$ cat config.mk
export PLATFORM = sky130hd
export DESIGN_NAME = output_buffer_tx_flat
export DESIGN_NICKNAME = d
export VERILOG_FILES = /design/src/rtl/output_buffer_tx_pkg.sv /design/src/rtl/output_buffer_tx_if.sv /design/src/rtl/output_buffer_tx_fifo.sv /design/src/rtl/output_buffer_tx.sv /design/src/flat_wrapper.sv
export SDC_FILE = /design/constraint.sdc
export NUM_CORES = 1
export LEC_CHECK = 0
export CAP_MARGIN = 25
export CORE_UTILIZATION = 55
export DETAILED_ROUTE_END_ITERATION = 10
export DONT_BUFFER_PORTS = 1
export GPL_ROUTABILITY_DRIVEN = 0
export PLACE_DENSITY = 0.7
export SLEW_MARGIN = 5
export SYNTH_ARGS = -nofsm -noshare
export SYNTH_HDL_FRONTEND = slang
export SYNTH_SLANG_ARGS = --single-unit
$ cat constraint.sdc
create_clock -name clk -period 11.8 [get_ports clk]
set_input_delay 1.77 -clock clk [delete_from_list [all_inputs] [get_ports clk]]
set_output_delay 1.77 -clock clk [all_outputs]
set_load 0.01 [all_outputs]
$ cat src/rtl/output_buffer_tx_pkg.sv
// rtl/output_buffer_tx_pkg.sv - flit type codes, FSM states and helpers shared by the output buffer
package output_buffer_tx_pkg;

    localparam int FLIT_TYPE_BITS = 2;

    localparam logic [1:0] FLIT_BODY   = 2'b00;
    localparam logic [1:0] FLIT_HEAD   = 2'b01;
    localparam logic [1:0] FLIT_TAIL   = 2'b10;
    localparam logic [1:0] FLIT_SINGLE = 2'b11;

    typedef enum logic {
        ST_IDLE = 1'b0,
        ST_SEND = 1'b1
    } tx_state_e;

    // A flit that closes a packet bumps the delivered-packet counter.
    function automatic logic is_pkt_end(input logic [1:0] flit_type);
        return (flit_type == FLIT_TAIL) || (flit_type == FLIT_SINGLE);
    endfunction

endpackage

$ cat src/rtl/output_buffer_tx_if.sv
// rtl/output_buffer_tx_if.sv - crossbar-side push and downstream-side transmit signal bundle
// Signals: in_din/in_wr_en/in_ack (crossbar push), tx_dout/tx_wr_en/tx_ack (to next hop).
// master: crossbar + downstream environment; slave: output_buffer_tx.
interface output_buffer_tx_if #(
    parameter int DATA_WIDTH = 70
);
    logic [DATA_WIDTH-1:0] in_din;
    logic                  in_wr_en;
    logic                  in_ack;
    logic [DATA_WIDTH-1:0] tx_dout;
    logic                  tx_wr_en;
    logic                  tx_ack;

    modport master (
        output in_din, in_wr_en, tx_ack,
        input  in_ack, tx_dout, tx_wr_en
    );

    modport slave (
        input  in_din, in_wr_en, tx_ack,
        output in_ack, tx_dout, tx_wr_en
    );
endinterface

$ cat src/rtl/output_buffer_tx_fifo.sv
// rtl/output_buffer_tx_fifo.sv - tx_flit_fifo: local flit storage with wrapping pointers and occupancy count
// Ports: clk, rst_n, wr_data/wr_en (push), rd_en (pop), rd_data (head, show-ahead), full, empty.
// A push while full and a pop while empty are ignored; push and pop together keep the count.
module tx_flit_fifo #(
    parameter int DEPTH = 16,
    parameter int PTR_W = 4,
    parameter int WIDTH = 70
) (
    input  logic             clk,
    input  logic             rst_n,
    input  logic [WIDTH-1:0] wr_data,
    input  logic             wr_en,
    input  logic             rd_en,
    output logic [WIDTH-1:0] rd_data,
    output logic             full,
    output logic             empty
);
    logic [WIDTH-1:0] mem [DEPTH];
    logic [PTR_W-1:0] wr_ptr;
    logic [PTR_W-1:0] rd_ptr;
    logic [PTR_W:0]   count;
    logic             do_push;
    logic             do_pop;

    assign full    = (count == (PTR_W + 1)'(DEPTH));
    assign empty   = (count == '0);
    assign do_push = wr_en && !full;
    assign do_pop  = rd_en && !empty;
    assign rd_data = mem[rd_ptr];

    always_ff @(posedge clk or negedge rst_n) begin
        if (!rst_n) begin
            wr_ptr <= '0;
            rd_ptr <= '0;
            count  <= '0;
        end else begin
            if (do_push) wr_ptr <= wr_ptr + 1'b1;
            if (do_pop)  rd_ptr <= rd_ptr + 1'b1;
            if (do_push && !do_pop)      count <= count + 1'b1;
            else if (do_pop && !do_push) count <= count - 1'b1;
        end
    end

    // Storage needs no reset: an entry is only read after it has been written.
    always_ff @(posedge clk) begin
        if (do_push) mem[wr_ptr] <= wr_data;
    end
endmodule

$ cat src/rtl/output_buffer_tx.sv
// rtl/output_buffer_tx.sv - router output-port transmitter with whole-packet framing
// Ports: clk, rst_n, bus (output_buffer_tx_if.slave: crossbar push + downstream transmit),
//        busy (mid-packet), pkt_cnt (packets delivered), fmt_err (sticky stray flit),
//        stall_err (sticky watchdog, only with TX_WATCHDOG_EN defined, else 0).
module output_buffer_tx
    import output_buffer_tx_pkg::*;
#(
    parameter int FIFO_DEPTH  = 16,
    parameter int FIFO_WIDTH  = 4,
    parameter int DATA_WIDTH  = 70,
    parameter int STALL_LIMIT = 255
) (
    input  logic                  clk,
    input  logic                  rst_n,
    output_buffer_tx_if.slave     bus,
    output logic                  busy,
    output logic [15:0]           pkt_cnt,
    output logic                  fmt_err,
    output logic                  stall_err
);
    localparam int FLIT_TYPE_MSB = DATA_WIDTH - 1;
    localparam int FLIT_TYPE_LSB = DATA_WIDTH - FLIT_TYPE_BITS;

    logic                  fifo_full;
    logic                  fifo_empty;
    logic [DATA_WIDTH-1:0] fifo_head;
    logic [1:0]            head_type;
    logic [DATA_WIDTH-1:0] out_data;
    logic                  out_valid;
    logic                  out_free;
    logic                  load;
    logic                  discard;
    tx_state_e             state;
    tx_state_e             state_nxt;

    assign bus.in_ack   = bus.in_wr_en && !fifo_full;
    assign bus.tx_dout  = out_data;
    assign bus.tx_wr_en = out_valid;
    assign busy         = (state == ST_SEND);
    assign head_type    = fifo_head[FLIT_TYPE_MSB:FLIT_TYPE_LSB];
    // The output slot can take a new flit if empty or being consumed this cycle.
    assign out_free     = !out_valid || bus.tx_ack;

    tx_flit_fifo #(
        .DEPTH (FIFO_DEPTH),
        .PTR_W (FIFO_WIDTH),
        .WIDTH (DATA_WIDTH)
    ) u_fifo (
        .clk     (clk),
        .rst_n   (rst_n),
        .wr_data (bus.in_din),
        .wr_en   (bus.in_wr_en),
        .rd_en   (load || discard),
        .rd_data (fifo_head),
        .full    (fifo_full),
        .empty   (fifo_empty)
    );

    always_ff @(posedge clk or negedge rst_n) begin
        if (!rst_n) state <= ST_IDLE;
        else        state <= state_nxt;
    end

    // Outside a packet only HEAD/SINGLE may start transmission; a stray BODY/TAIL
    // is dropped without waiting for the output slot so it cannot block the queue.
    always_comb begin
        state_nxt = state;
        load      = 1'b0;
        discard   = 1'b0;
        if (!fifo_empty) begin
            if (state == ST_IDLE) begin
                if (head_type == FLIT_BODY || head_type == FLIT_TAIL) begin
                    discard = 1'b1;
                end else if (out_free) begin
                    load = 1'b1;
                    if (head_type == FLIT_HEAD) state_nxt = ST_SEND;
                end
            end else if (out_free) begin
                load = 1'b1;
                if (head_type == FLIT_TAIL) state_nxt = ST_IDLE;
            end
        end
    end

    always_ff @(posedge clk or negedge rst_n) begin
        if (!rst_n) begin
            out_data  <= '0;
            out_valid <= 1'b0;
            pkt_cnt   <= '0;
            fmt_err   <= 1'b0;
        end else begin
            if (load) begin
                out_data  <= fifo_head;
                out_valid <= 1'b1;
            end else if (bus.tx_ack) begin
                out_valid <= 1'b0;
            end
            if (out_valid && bus.tx_ack && is_pkt_end(out_data[FLIT_TYPE_MSB:FLIT_TYPE_LSB]))
                pkt_cnt <= pkt_cnt + 16'd1;
            if (discard) fmt_err <= 1'b1;
        end
    end

`ifdef TX_WATCHDOG_EN
    localparam int WD_W = (STALL_LIMIT > 255) ? $clog2(STALL_LIMIT + 1) : 8;

    logic [WD_W-1:0] wd_cnt;
    logic            stall_flag;

    // Counts consecutive cycles a presented flit is refused; the flag is raised on
    // the edge the count reaches STALL_LIMIT and holds until reset.
    always_ff @(posedge clk or negedge rst_n) begin
        if (!rst_n) begin
            wd_cnt     <= '0;
            stall_flag <= 1'b0;
        end else if (out_valid && !bus.tx_ack) begin
            if (wd_cnt != '1) wd_cnt <= wd_cnt + 1'b1;
            if (wd_cnt >= WD_W'(STALL_LIMIT - 1)) stall_flag <= 1'b1;
        end else begin
            wd_cnt <= '0;
        end
    end

    assign stall_err = stall_flag;
`else
    logic unused_stall_limit;
    assign unused_stall_limit = (STALL_LIMIT == 0);
    assign stall_err          = 1'b0;
`endif
endmodule

$ cat src/flat_wrapper.sv
// flat-port wrapper written by rule: the top's interface ports become plain ports
module output_buffer_tx_flat import output_buffer_tx_pkg::*;
#(
    parameter int FIFO_DEPTH  = 16,
    parameter int FIFO_WIDTH  = 4,
    parameter int DATA_WIDTH  = 70,
    parameter int STALL_LIMIT = 255
)
  (clk, rst_n, busy, pkt_cnt, fmt_err, stall_err, bus_in_din, bus_in_wr_en, bus_tx_ack, bus_in_ack, bus_tx_dout, bus_tx_wr_en);
  output_buffer_tx_if #(.DATA_WIDTH(DATA_WIDTH)) bus_i ();
  input  logic clk;
  input  logic rst_n;
  output logic busy;
  output logic [15:0] pkt_cnt;
  output logic fmt_err;
  output logic stall_err;
  input wire logic [$bits(bus_i.in_din)-1:0] bus_in_din;
  input wire logic [$bits(bus_i.in_wr_en)-1:0] bus_in_wr_en;
  input wire logic [$bits(bus_i.tx_ack)-1:0] bus_tx_ack;
  output wire logic [$bits(bus_i.in_ack)-1:0] bus_in_ack;
  output wire logic [$bits(bus_i.tx_dout)-1:0] bus_tx_dout;
  output wire logic [$bits(bus_i.tx_wr_en)-1:0] bus_tx_wr_en;
  assign bus_i.in_din = bus_in_din;
  assign bus_i.in_wr_en = bus_in_wr_en;
  assign bus_i.tx_ack = bus_tx_ack;
  assign bus_in_ack = bus_i.in_ack;
  assign bus_tx_dout = bus_i.tx_dout;
  assign bus_tx_wr_en = bus_i.tx_wr_en;
  output_buffer_tx #(.FIFO_DEPTH(FIFO_DEPTH), .FIFO_WIDTH(FIFO_WIDTH), .DATA_WIDTH(DATA_WIDTH), .STALL_LIMIT(STALL_LIMIT)) u_core (.clk(clk), .rst_n(rst_n), .bus(bus_i), .busy(busy), .pkt_cnt(pkt_cnt), .fmt_err(fmt_err), .stall_err(stall_err));
endmodule
After elaboration in Yosys (flattened, before gate mapping). Memories as Yosys holds them, arrays and structs flattened. Cells that the tools add are included.

Flip-flop bits (word level): 102. Bits in writable memories: 1120. Input port bits: 74. Logic and storage cells: 57. Memories: 1.

Memory list: u_core.u_fifo.mem (depth 16, width 70, rd ports 1, clocked after Yosys merged registers in 0, write ports 1, line output_buffer_tx_fifo.sv:18) `logic [WIDTH-1:0] mem [DEPTH];`.

$add $sub $neg: 5. Equal/unequal tests: 5. Mux-type cells: 19. Reductions and logical operators: 19.

Operators with widths (number): 2-to-1 mux 1 bit (17); adder 16 x 1 -> 16 bit, second input constant (1); 2-to-1 mux 5 bit (2); adder 4 x 1 -> 4 bit, second input constant (2); == test 2 bit, second input constant (3); logical AND 1 bit (6); adder 5 x 1 -> 5 bit, second input constant (1); == test 5 bit, second input constant (1); logical NOT 1 bit (5); logical NOT 5 bit (1); subtractor 5 x 1 -> 5 bit, second input constant (1); logical OR 1 bit (4); nonzero test 2 bit (2); == test 2 x 1 -> 1 bit, second input constant (1); logical NOT 2 bit (1).

Depth between registers and ports, before layout.
Depth after elaboration: 11. Gate-level depth with buffers: 15. Gate-level depth less buffers: 13.

Hierarchy. Synthesis repeated with hierarchy kept, for this count alone.

Cells, all modules: 2323. Area total of the unflattened synthesis: 48032.3 um^2.

By module, submodules not included: tx_flit_fifo (instances 1, cells each 2100, area an instance 44218.7 um^2, sequential area each 33957.6 um^2); output_buffer_tx (instances 1, cells each 223, area an instance 3813.7 um^2, sequential area each 2227.1 um^2).

Worst setup path before layout. OpenSTA, ideal clock, no wires.

Path kind: input to register. Start: in bus_in_wr_en. End: mem u_core.u_fifo.mem[3][0], enable pin. Library setup time: 0.584 ns. Data arrival time: 7.174 ns. Slack: 4.042 ns. Stages on the path: 4. Path buffers: 1. Cells stage by stage: o21a_1 > clkbuf_1 > nand2_1 > nor3_1.

Cells in the longest elaborated chain, start to end: 3.

Ends and longest elaborated chain: start: declaration (line flat_wrapper.sv:18) `input wire logic [$bits(bus_i.in_wr_en)-1:0] bus_in_wr_en;`; logical AND 1 bit; net bus_in_ack (line flat_wrapper.sv:20) `output wire logic [$bits(bus_i.in_ack)-1:0] bus_in_ack;`; 2-to-1 mux 1 bit (line output_buffer_tx_fifo.sv:46) `if (do_push) mem[wr_ptr] <= wr_data;`; 2-to-1 mux 1 bit (implied by the code) (line output_buffer_tx_fifo.sv:46); end: declaration (line output_buffer_tx_fifo.sv:18).

The timed path passes the listed nets, and every way through them passes these cells.

Worst setup path after layout.
Start: reg u_core.u_fifo.rd_ptr[1]. End: reg u_core.out_data[17], in the netlist u_core.bus.tx_dout[17].

Cells in the longest elaborated chain, start to end: 6. Elaborated cells between the ends (all ways): 7. Classes of those cells: 1 x eq/ne; 3 x mux; 2 x reduce/logical; 1 x memory.

Ends and longest elaborated chain: start: declaration (line output_buffer_tx_fifo.sv:20) `logic [PTR_W-1:0] rd_ptr;`; start signal: assignment (line output_buffer_tx_fifo.sv:38) `if (do_pop) rd_ptr <= rd_ptr + 1'b1;`; memory (16 x 70 bit) (*); == test 2 bit or logical NOT 2 bit (tied branches) (line output_buffer_tx.sv:72) `if (head_type == FLIT_BODY || head_type == FLIT_TAIL) begin`; logical OR 1 bit (line output_buffer_tx.sv:72); 2-to-1 mux 1 bit (line output_buffer_tx.sv:72); 2-to-1 mux 1 bit (line output_buffer_tx.sv:71) `if (state == ST_IDLE) begin`; 2-to-1 mux 1 bit (line output_buffer_tx.sv:70) `if (!fifo_empty) begin`; end signal: assignment (line output_buffer_tx.sv:93) `out_data <= fifo_head;`; end: declaration (line output_buffer_tx.sv:28) `logic [DATA_WIDTH-1:0] out_data;`.

Every way passes the cells marked *; elsewhere a longest branch is shown, timed or not. A chain may end at the register's enable or synchronous reset.

==> summary.txt <==
Timing
  • Fin crit share: around 40%
  • Crit path time final: 4.78 ns
  • Maximum clock rate: 209 MHz
  • Slew Limit Fails: 0
  • Fin Clk Skew: between 0.015 and 0.02 ns
  • Post-route setup TNS: 0 ns
  • RSZ-0062 raised after global routing: false
  • Final hold violations: 0
  • Worst-Margin Slew: just over 1 ns
  • Relative slew slack: a little under a third
  • Finish-stage setup viols: 0

Clocking
  • CTS Buf Count: approximately 120
  • Cts repair resizes: 0
  • # H-tree levels: 3
  • TritonCTS clock tree: yes
  • Clk sinks: between 1,000 and 1,500
  • Post-CTS setup buffers: 0
  • Root buf cell: clkbuf_16
  • CTS clk-pin slew, worst paths: 0.06 ns
  • Cts hold-fix bufs: 0
  • Largest buffer count on any clock path: 3
  • Clock latency on the worst-skew pair: around 0.7 ns

Die
  • Rows: 106
  • IO Count: roughly 170
  • Die area: roughly 85,000 sq um
  • Die Wd: ~300 microns
  • Die Y: between 200 and 300 microns
  • Initial Utilization: between 50% and 60%
  • Core Area: approximately 84,000 sq um

Critical path
  • R2R Setup Slk: between 7 and 8 ns
  • Delay of the slowest critical-path stage: slightly below 1 ns
  • Worst Setup End Kind: register
  • Delay-heaviest family, CP: buffers and inverters
  • Data required, critical path: around 12 ns
  • Crit Path Class: register to register
  • Worst R2R Start: u_core.u_fifo.rd_ptr[1]$_DFFE_PN0P_
  • R2R cell count: 7
  • Max FO, Critical Path: 151
  • Buf/Inv on CP: 2
  • Nature of the critical path startpoint: register
  • Reg2reg end: u_core.bus.tx_dout[17]$_DFFE_PN0P_
  • Slowest cell on crit path: dfrtp_4
  • CP cell instances: buf_12, nor2_1, a221oi_1, o21ai_2, a31oi_4, buf_4, mux2_2
  • Worst Path Arrival: ~5.3 ns

Synthesis
  • Synth top area share: between 70% and 80%
  • Syn_area_per_cell: 23.7 sq um
  • Top_reg_cell synth: edfxtp_1
  • Sequential share of the synthesized area: between 70% and 80%
  • Synthesized net count: roughly 2,000
  • Flops & latches, synth: around 1,200
  • Number of flops mapped to enable cells by yosys: about 1,100
  • Post-synthesis cell count: just under 2,000
  • Post-synthesis async set-or-reset flop share: 8.35%
  • Synth cell types: 48
  • Post-Syn Area: about 46,000 sq um
  • YS warnings: 0
  • Area contributors post-synth: edfxtp_1 (73%), mux4_2 (15%), dfrtp_1 (5.5%), mux2_2 (1.7%), mux2i_1 (0.80%)
  • Largest area contributor in the netlist: edfxtp_1

Placement
  • Port bufs: 0
  • HPWL Detailed: between 40 and 50 mm
  • # placed instances: approximately 3,000

Min path
  • Min-Delay Path Class: register to register
  • Hold path endpoint: u_core.u_fifo.count[2]$_DFFE_PN0P_
  • Hold depth: 2
  • HP Start: u_core.u_fifo.count[2]$_DFFE_PN0P_

Global route
  • Initial antenna violation count: 1
  • Overall routing resource usage: between 20% and 30%
  • Vias in the first global route: between 20,000 and 25,000
  • First-pass GRT wire length: 141 mm
  • Largest net degree at the start of global routing: about 150
  • Grt total ovfl: 0

Power and ir drop
  • Flop pwr share: between 40% and 50%
  • Switching power: roughly 0.0035 W
  • Sw Share: between 20% and 30%
  • Clk pwr share: between 20% and 30%
  • Pwr/cell area: about 240 nW/um^2
  • P_leak: ~16 nW
  • Logic pwr share: approximately a quarter
  • Total internal power: ~0.009 W
  • Peak supply drop: about 0.00021 V

Drt
  • Vias: 20,300
  • Vias/cell: between 6 and 7
  • Iteration-0 DRC count of the detailed router: about 2,000
  • 1st-pass router iterations: 5
  • WL per Instance: between 20 and 30 microns
  • Post-DRT Antenna Nets: 0
  • Final wirelength: approximately 94 mm
  • DRC violations left: 0

Finish
  • ANT cells: 0
  • Area growth, synth to finish: 10.9%
  • Layout cell share with drive strength beyond 1: ~29%
  • Final net count: ~2,100
  • Final Instance Count excl. Fillers: approximately 3,200

Run status
  • Outcome: completed

Job
  • Max_cap viols: 0
-- cell usage in the layout (no fill, tap or decap), types with 4 or more instances in the layout --
cell type,count
a21oi_1,5
nor3_2,4
a221o_1,16
clkbuf_16,121
clkinv_1,8
mux2_2,69
edfxtp_1,1120
mux4_2,314
inv_1,11
a22o_1,16
nand3_1,7
and3_1,8
nor2_4,12
clkinv_2,19
nor2b_1,6
xnor2_1,17
buf_4,36
mux2i_1,37
ha_1,10
clkbuf_1,46
nand4_1,7
dfrtp_1,99
o22ai_1,17
nand2_1,23
xor2_1,5
bufinv_16,5
o21ai_0,7
nor2_1,10
clkbuf_8,15
-- how the worst max path moves through the flow --
stage	startpoint	endpoint	depth (start not counted)
after floorplan	bus_in_wr_en	u_core.u_fifo.mem[3][0]$_DFFE_PP_	4
after global placement	u_core.u_fifo.rd_ptr[1]$_DFFE_PN0P_	u_core.bus.tx_dout[21]$_DFFE_PN0P_	7
after detailed placement	u_core.u_fifo.rd_ptr[1]$_DFFE_PN0P_	u_core.bus.tx_dout[16]$_DFFE_PN0P_	7
after CTS	u_core.u_fifo.rd_ptr[1]$_DFFE_PN0P_	u_core.bus.tx_dout[17]$_DFFE_PN0P_	7
after global routing	u_core.u_fifo.rd_ptr[1]$_DFFE_PN0P_	u_core.bus.tx_dout[16]$_DFFE_PN0P_	7
final	u_core.u_fifo.rd_ptr[1]$_DFFE_PN0P_	u_core.bus.tx_dout[17]$_DFFE_PN0P_	7
-- Yosys cell counts, types with 2 or more instances --
cell and n:
o22ai_1 17, buf_4 2, xnor2_1 17, o21a_1 2
nor2_1 22, nor2b_1 6, ha_1 10, a21oi_1 5
xor2_1 5, o311ai_0 3, nand4_1 7, mux2_2 69
inv_1 11, clkbuf_1 38, a21o_1 2, a22o_1 16
nor3_1 7, buf_2 36, mux2i_1 37, edfxtp_1 1120
and3_1 8, o21ai_0 7, buf_6 16, nand2b_1 3
a221o_1 16, nand2_1 23, nand3_1 7, mux4_2 314
buf_1 7, dfrtp_1 102
-- logic make-up after synthesis --
family	after synthesis	share of synthesized area, %
adder cells (fa/ha/maj)	11	0.313
multiplexers	420	17.7
buffers and inverters	111	1.27
AO/OA/AOI/OAI	78	1.34
AND/OR/NAND/NOR	88	0.909
XOR/XNOR	22	0.415
other	1	0.00809
flip-flops	1222	78.0
-- power by group through the flow --
stage,clock [W],combinational [W],sequential (W)
floorplan,0,0.00251,0.00562
global placement,0,0.00311,0.00577
detailed placement,0,0.00316,0.00580
CTS,0.00369,0.00317,0.00571
global route,0.00385,0.00335,0.00575
finish,0.00364,0.00313,0.00570
-- metal layers --
| metal | vias to the layer above | share of wire, % | global-route usage [%] |
|---|---|---|---|
| met3 | 99 | 7.4 | 4.64 |
| li1 | 8412 | - | - |
| met2 | 705 | 50 | 37.3 |
| met5 | - | 0 | 0 |
| met4 | 0 | 1.3 | 4.99 |
| met1 | 11000 | 41 | 31.7 |
-- worst register-to-register path, cell delays in order, from the launching register on --
cell,delay (ns)
dfrtp_4,0.98
buf_12,0.78
nor2_1,0.25
a221oi_1,0.38
o21ai_2,0.20
a31oi_4,0.69
buf_4,0.90
mux2_2,0.49
-- per-stage QoR --
stage | cell area (sq um) | setup WS (ns) | total power (W) | hold slack (ns) | utilization [%]
after global placement | 47600 | 7.11 | 0.00888 | 0.490 | 57.0
after global routing | 51400 | 6.76 | 0.0130 | 0.568 | 61.6
final | 51400 | 7.02 | 0.0125 | 0.532 | 61.6
after CTS | 51400 | 7.04 | 0.0126 | 0.535 | 61.5
after floorplan | 46400 | 4.04 | 0.00813 | 0.469 | -
after detailed placement | 47600 | 7.06 | 0.00896 | 0.522 | 57.0
-- area by class of cell --
cell class	instances	area (sq um)
repair buffers	40	365
fillers	5519	32100
well taps	1080	1350
clock buffers	182	3410
multi-input cells	620	9710
flip-flops and latches	1222	36200
inverters	12	47.5
clock inverters	40	353
-- flip-flops by register name, indices dropped and copies added, names as in the netlist --
register / count
u_core.pkt_cnt: 16
u_core.u_fifo.rd_ptr: 4
u_core.u_fifo.mem: 1120
u_core.bus.tx_wr_en: 1
u_core.bus.tx_dout: 70
u_core.u_fifo.wr_ptr: 4
u_core.u_fifo.count: 5
u_core.fmt_err: 1
u_core.busy: 1
Power figures use the tool's default switching activity.
==> RTL change, RTL diff (same settings) <==
Build with the macro `TX_WATCHDOG_EN` defined.
--- a/src/rtl/output_buffer_tx.sv
+++ b/src/rtl/output_buffer_tx.sv
@@ -4,2 +4,4 @@
 //        stall_err (sticky watchdog, only with TX_WATCHDOG_EN defined, else 0).
+`define TX_WATCHDOG_EN
+
 module output_buffer_tx
Check against the original RTL: no difference found for any inputs over 4 cycles, from zero or initial values and one cycle with rst_n low; that may be too few to reach the edited logic, so the function may still have changed.
==> RTL change against the unedited design <==
  * Final area is 1.7% higher
  * Worst hold slack lost 0.0031 ns
  * Critical path depth increased by 9
  * Sequential cell count increased by 9
  * Synthesized area grew 0.85%
  * Die area up 0.84%
  * Global-route usage up 0.073 points
  * Combinational power rose by 5%
  * Power is 4.0% higher
  * Wire length grew 0.94%
  * Setup slack got worse by 0.38 ns
  * Largest power group unchanged
==> RTL change: results (changes against the unedited design) <==
| Metric | Value |
|---|---|
| Library cells used by synthesis | 40 (was 48) |
| Slew HR | 21.70% (was 30.89%) |
| CTS buffer count | 120 (was 117) |
| Worst skew pair latency | 0.70 ns (was 0.68 ns) |
| R2R setup slack | 6.64 ns (was 7.02 ns) |
| Nets | 2,086 (was 2,098) |
| VDD IR max | 187.1 uV (was 211.8 uV) |
| Setup crit start | u_core.u_fifo.rd_ptr[0] (was u_core.u_fifo.rd_ptr[1]) |
| DPL Wire Length | 50,610 um (was 49,480 um) |
| Hold Slack | 0.5285 ns (was 0.5317 ns) |
| CP Max Fanout | 41 (was 151) |
| Max incr delay on CP | 0.80 ns (was 0.98 ns) |
| Leading cell types by total area after synthesis | edfxtp_1 (72%), mux4_2 (17%), dfrtp_1 (5.9%) (was edfxtp_1 (73%), mux4_2 (15%), dfrtp_1 (5.5%)) |
| Post-placement cell count | 3,009 (was 2,972) |
| Status | finished clean (unchanged) |
| Initial DRC count | 1,945 (was 2,006) |
| Final Cycle Share | 43.70% (was 40.48%) |
| HP Start | u_core.wd_cnt[4] (was u_core.u_fifo.count[2]) |
| Cells after synthesis | 1,920 (was 1,953) |
| Pin count of the biggest net entering global routing | 158 (was 152) |
| Leakage | 16.73 nW (was 16.45 nW) |
| WP data arrival | 5.74 ns (was 5.33 ns) |
| Register area share after synthesis | 77.85% (was 78.03%) |
| Top cells by count, synth | edfxtp_1 (1,120), mux4_2 (346), dfrtp_1 (111), mux2_2 (62), clkbuf_1 (37) (was edfxtp_1 (1,120), mux4_2 (314), dfrtp_1 (102), mux2_2 (69), clkbuf_1 (38)) |
| First-pass GRT wire length | 141,800 um (was 141,500 um) |
| Pre-CTS WS | 6.333 ns (was 7.062 ns) |
| FFs w/ async S/R, synth | 9.017% (was 8.347%) |
## RTL change: cell count changes after synthesis, sizes merged, moves of 6 or more
cell / unedited run / this run
a22o: 16 / 0
mux4: 314 / 346
buf: 61 / 55
mux2i: 37 / 4
dfrtp: 102 / 111
a221o: 16 / 0
nor2: 22 / 29
o22ai: 17 / 0
## RTL change: routing by layer
layer | GRT usage [%] | part of all wire, % | wire, um | vias up
met5 | 0 | 0 | 0 | -
met4 | 6.110 | 2.0 | 1909 | 0
met3 | 5.076 | 8.1 | 7740 | 139
met2 | 36.98 | 50 | 47850 | 815
met1 | 31.38 | 40 | 37760 | 11040
li1 | - | - | - | 8333
## RTL change: logic make-up (layout without fill, tap and decap cells)
group / after synthesis / count (layout) / share of synthesized area (%)
fa+ha+maj: 13 / 13 / 0.3638
mux: 422 / 422 / 18.56
flops: 1231 / 1231 / 77.85
simple gates: 92 / 92 / 0.9149
compound gates: 33 / 33 / 0.4842
xor+xnor: 30 / 30 / 0.5618
buf+inv: 99 / 286 / 1.265
## RTL change: area by class of cell
class | count | area [um2] | share of cell area [%]
sequential | 1231 | 36420 | 69.63
multi-input combinational | 590 | 9886 | 18.90
clock buffer | 159 | 3241 | 6.195
tap | 1134 | 1419 | 2.712
clock inverter | 71 | 795.8 | 1.521
timing repair buffer | 49 | 518.0 | 0.9902
inverter | 7 | 26.28 | 0.05023
## RTL change: worst max-delay path, delay by kind of cell, from the launching register on
| family | cells | cell delay (ns) |
|---|---|---|
| adder cells (fa/ha/maj) | 2 | 0.51 |
| flip-flops | 1 | 0.80 |
| XOR/XNOR | 2 | 0.28 |
| AND/OR/NAND/NOR | 3 | 0.45 |
| buffers and inverters | 5 | 1.74 |
| AO/OA/AOI/OAI | 3 | 0.62 |
| multiplexers | 1 | 0.55 |
